### config.mk
export PLATFORM = sky130hd
export DESIGN_NAME = ssm_sample
export DESIGN_NICKNAME = d
export VERILOG_FILES = /design/src/rtl/ssm_sample.sv
export SDC_FILE = /design/constraint.sdc
export NUM_CORES = 1
export LEC_CHECK = 0
export BUFFER_PORTS_ARGS = -buffer_cell sky130_fd_sc_hd__buf_2
export CAP_MARGIN = 20
export CELL_PAD_IN_SITES_DETAIL_PLACEMENT = 0
export CELL_PAD_IN_SITES_GLOBAL_PLACEMENT = 1
export CORE_MARGIN = 3
export CORE_UTILIZATION = 36
export DETAILED_ROUTE_END_ITERATION = 12
export HOLD_SLACK_MARGIN = 0.03
export PLACE_DENSITY_LB_ADDON = 0.08
export SLEW_MARGIN = 25
export SYNTH_ARGS = -nofsm -noshare
export SYNTH_HDL_FRONTEND = slang
export SYNTH_SLANG_ARGS = --single-unit
### constraint.sdc
create_clock -name clk -period 4.51 [get_ports clk]
set_input_delay 1.353 -clock clk [delete_from_list [all_inputs] [get_ports clk]]
set_output_delay 1.353 -clock clk [all_outputs]
set_load 0.1 [all_outputs]
### src/rtl/ssm_sample.sv
// Packet-level 1-in-N sampler: forwards whole selected packets with one cycle of latency
// and holds an idle gap after each forwarded tail. Head counters are built only with SSM_SAMPLE_CNT_EN.
module ssm_sample #(
    parameter int GAP_CYCLES = 4,
    parameter int RATIO_W    = 16
) (
    input  logic               clk,
    input  logic               rst_n,
    input  logic               i_sample_en,
    input  logic [RATIO_W-1:0] iv_sample_ratio,
    input  logic [133:0]       pktin_data,
    input  logic               pktin_data_wr,
    output logic [133:0]       pktout_data,
    output logic               pktout_data_wr,
    output logic               o_busy,
    output logic [31:0]        ov_sampled_cnt,
    output logic [31:0]        ov_dropped_cnt
);

    typedef enum logic [1:0] {IDLE, PASS, DISCARD} state_t;

    localparam int               GAP_W     = (GAP_CYCLES > 0) ? $clog2(GAP_CYCLES + 1) : 1;
    localparam logic [GAP_W-1:0] GAP_LOAD  = GAP_W'(GAP_CYCLES);
    localparam logic [1:0]       FLAG_HEAD = 2'b01;
    localparam logic [1:0]       FLAG_TAIL = 2'b10;
    localparam logic [133:0]     SYN_TAIL  = {2'b10, 132'h0};
    localparam logic [RATIO_W-1:0] RATIO_ONE = RATIO_W'(1);

    state_t             r_state, w_state_next;
    logic [RATIO_W-1:0] r_pkt_cnt, w_pkt_cnt_next, w_pkt_cnt_adv;
    logic [GAP_W-1:0]   r_gap_cnt, w_gap_cnt_next, w_gap_cnt_dec;
    logic [133:0]       r_out_data, w_out_data_next;
    logic               r_out_wr, w_out_wr_next;

    logic w_is_head, w_is_tail, w_slot_due, w_gap_clear, w_select;

    assign w_is_head   = pktin_data_wr && (pktin_data[133:132] == FLAG_HEAD);
    assign w_is_tail   = pktin_data_wr && (pktin_data[133:132] == FLAG_TAIL);
    assign w_slot_due  = i_sample_en && (r_pkt_cnt == '0);
    assign w_gap_clear = (r_gap_cnt == '0);
    assign w_select    = w_slot_due && w_gap_clear;

    // >= rather than == so a lowered ratio wraps at the next head instead of after a full count
    assign w_pkt_cnt_adv = ((iv_sample_ratio <= RATIO_ONE) || (r_pkt_cnt >= iv_sample_ratio - RATIO_ONE))
                           ? '0 : r_pkt_cnt + RATIO_ONE;
    assign w_gap_cnt_dec = w_gap_clear ? '0 : r_gap_cnt - GAP_W'(1);

    always_comb begin
        w_state_next    = r_state;
        w_pkt_cnt_next  = r_pkt_cnt;
        w_gap_cnt_next  = w_gap_cnt_dec;
        w_out_wr_next   = 1'b0;
        w_out_data_next = r_out_data;
        if (pktin_data_wr) begin
            if (r_state == PASS) begin
                if (w_is_head) begin
                    // Close the truncated packet downstream; the new head is not sampled
                    w_out_wr_next   = 1'b1;
                    w_out_data_next = SYN_TAIL;
                    w_gap_cnt_next  = GAP_LOAD;
                    w_state_next    = DISCARD;
                end else begin
                    w_out_wr_next   = 1'b1;
                    w_out_data_next = pktin_data;
                    if (w_is_tail) begin
                        w_gap_cnt_next = GAP_LOAD;
                        w_state_next   = IDLE;
                    end
                end
            end else if (w_is_head) begin
                if (w_select) begin
                    w_out_wr_next   = 1'b1;
                    w_out_data_next = pktin_data;
                    w_state_next    = PASS;
                end else begin
                    w_state_next = DISCARD;
                end
                // A slot blocked only by the gap is kept for the next head
                if (!(w_slot_due && !w_gap_clear)) begin
                    w_pkt_cnt_next = w_pkt_cnt_adv;
                end
            end else if (w_is_tail) begin
                w_state_next = IDLE;
            end
        end
    end

    always_ff @(posedge clk or negedge rst_n) begin
        if (!rst_n) begin
            r_state    <= IDLE;
            r_pkt_cnt  <= '0;
            r_gap_cnt  <= '0;
            r_out_data <= '0;
            r_out_wr   <= 1'b0;
        end else begin
            r_state    <= w_state_next;
            r_pkt_cnt  <= w_pkt_cnt_next;
            r_gap_cnt  <= w_gap_cnt_next;
            r_out_data <= w_out_data_next;
            r_out_wr   <= w_out_wr_next;
        end
    end

    assign pktout_data    = r_out_data;
    assign pktout_data_wr = r_out_wr;
    assign o_busy         = (r_state == PASS) || !w_gap_clear;

`ifdef SSM_SAMPLE_CNT_EN
    logic [31:0] r_sampled_cnt, r_dropped_cnt;
    logic        w_sampled_inc, w_dropped_inc;

    assign w_sampled_inc = w_is_head && (r_state != PASS) && w_select;
    assign w_dropped_inc = w_is_head && !w_sampled_inc;

    always_ff @(posedge clk or negedge rst_n) begin
        if (!rst_n) begin
            r_sampled_cnt <= '0;
            r_dropped_cnt <= '0;
        end else begin
            if (w_sampled_inc && (r_sampled_cnt != 32'hFFFF_FFFF)) begin
                r_sampled_cnt <= r_sampled_cnt + 32'd1;
            end
            if (w_dropped_inc && (r_dropped_cnt != 32'hFFFF_FFFF)) begin
                r_dropped_cnt <= r_dropped_cnt + 32'd1;
            end
        end
    end

    assign ov_sampled_cnt = r_sampled_cnt;
    assign ov_dropped_cnt = r_dropped_cnt;
`else
    assign ov_sampled_cnt = 32'd0;
    assign ov_dropped_cnt = 32'd0;
`endif

endmodule
==> reports/qor.csv <==
metric;value;unit
worst slew pin tran;0.9849;ns
R2R Setup Slk;1.76;ns
fin area;9592;sq um
crit path DAT;4.37;ns
switching share of power;31.59;%
DRC violations left;0;
GP Congestion;0.7629;
Iter 0 DRT Violations;248;
status;finished clean;
PwrDens;347.2;nW/um^2
first-pass GRT wire length;33380;microns
Synth top cells by count;291 x nand2_1, 156 x dfrtp_1, 143 x nand3_1;
wire per inst;15.56;microns
Most used DFF post-synth;dfrtp_1;
hold buffers post-CTS;0;
slowest cell on the critical path;or4_1;
worst clock skew;0.008913;ns
M1 WL;9276;microns
setup ws final;0.4356;ns
io pins;354;
htree depth;4;
clock sink count;156;
CTS tree;built;
postcts setup bufs;0;
register area share after synthesis;51.43;%
Die X;151.2;microns
CP cell instances;buf_2, or4_1, nand2b_1, or4_1, nor3_1, xnor2_1, ha_1, nand4_1, nor2_1, nand3_1, o311a_1, a21oi_1, buf_4, nor2_1;
total core area;20490;sq um
Cell variety after synth;42;
DP Area;9030;sq um
final-stage net count;1317;
HPWL Detailed;16030;microns
antenna-violating nets left;0;
Clock Tree Buf Depth;2;
grt ovf;0;
top-area cell type share of the netlist area;51.43;%
fmax;245.4;MHz
CP Class;in -> reg;
post_cts resized;0;
routed vias/inst;4.626;
RSZ-0062 raised after global routing;false;
Die Span Y;151.2;microns
Psw;1052;uW
Reg2Reg Capture Point;pktout_data[48];
crit-path leading delay family;simple AND/OR/NAND/NOR gates;
Syn-to-layout area delta;26.38;%
vias in the first global route;6140;
Initial Util;37.03;%
TritonCTS buffer count;17;
Max VDD drop;0.2455;mV
total track usage;18.53;%
Final Hold Fails;0;
final hold slack;0.4594;ns
Slew HR;34.34;%
number of synthesized flops with an enable pin;0;
WP buf/inv;2;
final WL;22190;microns
Clock Tree Root;clkbuf_16;
Clock power frac;40.6;%
Max Cap Viol;0;
post-synth top area cell;dfrtp_1;
most numerous cell in the Yosys netlist;nand2_1;
Critical Path Source;iv_sample_ratio[7];
Worst path depth;14;
ys async rst share;100.0;%
final core occ;46.80;%
Int Pwr;2278;uW
CP startpoint kind;primary input;
crit share post-route;90.34;%
DRT Pass-1 Iters;4;
Tmin final;4.074;ns
met2 WL;11000;microns
Slew Viols, Final;0;
Setup crit end;r_pkt_cnt[14];
Warnings, synthesis;0;
largest net degree at the start of global routing;101;
final setup vio count;0;
num rows;52;
Buffers on Ports;289;
met3 WL;1569;microns
slowest stage delay, CP;0.52;ns
Hold Crit Class;reg -> reg;
FF-to-FF path depth;10;
layout cells sized above 1;29.64;%
DR top layer;met4;
Mapped Area;7590;sq um
Post-Place Worst Slack;-0.01411;ns
Crit. End Element;flip-flop;
Via Count;6597;
initial antenna violation count;1;
Syn Area/Cell;8.774;sq um
dominant cells by area after synthesis;dfrtp_1 51%, nand2_1 14%, nand3_1 9.4%;
logic gate share of total power;15.5;%
Post-Syn Instances;865;
die area;22860;sq um
CP required;4.81;ns
number of synthesized register bits;156;
RR Startpoint;r_pkt_cnt[0];
sequential power share;44.0;%
CP max FO;12;
Reg clk slew, reported paths;0.06;ns
clk_lat worst skew;0.41;ns
Pleak;0.005721;uW
==> per-layer routing <==
metal	GRT usage, %	vias to the layer above
met1	23.92	3097
met3	4.518	23
li1	-	3264
met5	0	-
met2	30.81	213
met4	5.621	0
==> final cells by class <==
| class | count | area [sq um] |
|---|---|---|
| sequential | 156 | 3904 |
| antenna | 2 | 5.005 |
| clock inverter | 13 | 111.4 |
| clock buffer | 19 | 442.9 |
| multi-input combinational | 649 | 3141 |
| fill | 2157 | 10900 |
| tap | 270 | 337.8 |
| timing repair buffer | 305 | 1600 |
| inverter | 12 | 50.05 |
==> cells by family (layout without fill, tap and decap cells) <==
family | after synthesis | in the layout | share of synthesized area (%)
adders and majority gates | 22 | 22 | 3.627
other | 1 | 66 | 0.04941
DFF | 156 | 156 | 51.43
and+or+nand+nor | 510 | 510 | 29.23
buffers and inverters | 123 | 349 | 10.40
AOI/OAI and AO/OA | 27 | 27 | 2.259
xor gates and xnor gates | 26 | 26 | 3.000
==> tightest hold or removal path, cell delays in order, from the launching register on <==
cell and delay, ns:
dfrtp_1 0.34, nand2_1 0.05, nand2_1 0.05
==> layout by cell type, fill, tap and decap left out, types with 4 or more instances in the layout <==
cell / n
nand3_1: 143
nand2_1: 290
xnor2_1: 21
nor4_1: 9
buf_2: 288
nand2b_1: 4
nand4_1: 6
a21oi_1: 8
inv_1: 11
buf_4: 14
dfrtp_1: 156
conb_1: 64
ha_1: 22
xor2_1: 5
nor2_1: 28
clkbuf_16: 17
o21ai_0: 7
clkinv_4: 5
nor3_1: 15
==> worst min path at each step <==
stage	start	endpoint	slack [ns]	cells past startpoint
4_1_cts	pktout_data[110]	pktout_data[110]	0.46	2
6_report	pktout_data[115]	pktout_data[115]	0.46	2
5_1_grt	r_gap_cnt[0]	r_gap_cnt[0]	0.48	1
3_5_place_dp	pktout_data[54]	pktout_data[54]	0.45	2
3_3_place_gp	pktout_data[25]	pktout_data[25]	0.44	2
2_1_floorplan	r_gap_cnt[0]	r_gap_cnt[0]	0.44	1
==> power groups by stage <==
| stage | combinational [uW] | clock [uW] | sequential, uW |
|---|---|---|---|
| floorplan | 415 | 0 | 1480 |
| global placement | 520 | 0 | 1490 |
| detailed placement | 519 | 0 | 1490 |
| CTS | 521 | 1390 | 1460 |
| global route | 558 | 1440 | 1470 |
| finish | 515 | 1350 | 1460 |
==> through the flow <==
step / setup TNS (ns) / total power (uW) / cells
floorplan: 0 / 1897 / 928
global placement: 0 / 2011 / 1392
detailed placement: -0.09874 / 2010 / 1392
CTS: 0 / 3379 / 1424
global route: 0 / 3469 / 1425
finish: 0 / 3330 / 1426
==> registers in the layout, summed over array words and instances, names as in the netlist <==
register        count
r_gap_cnt           3
r_state             2
pktout_data       134
r_pkt_cnt          16
pktout_data_wr      1
Note: power is estimated with default switching activity, not from simulation.
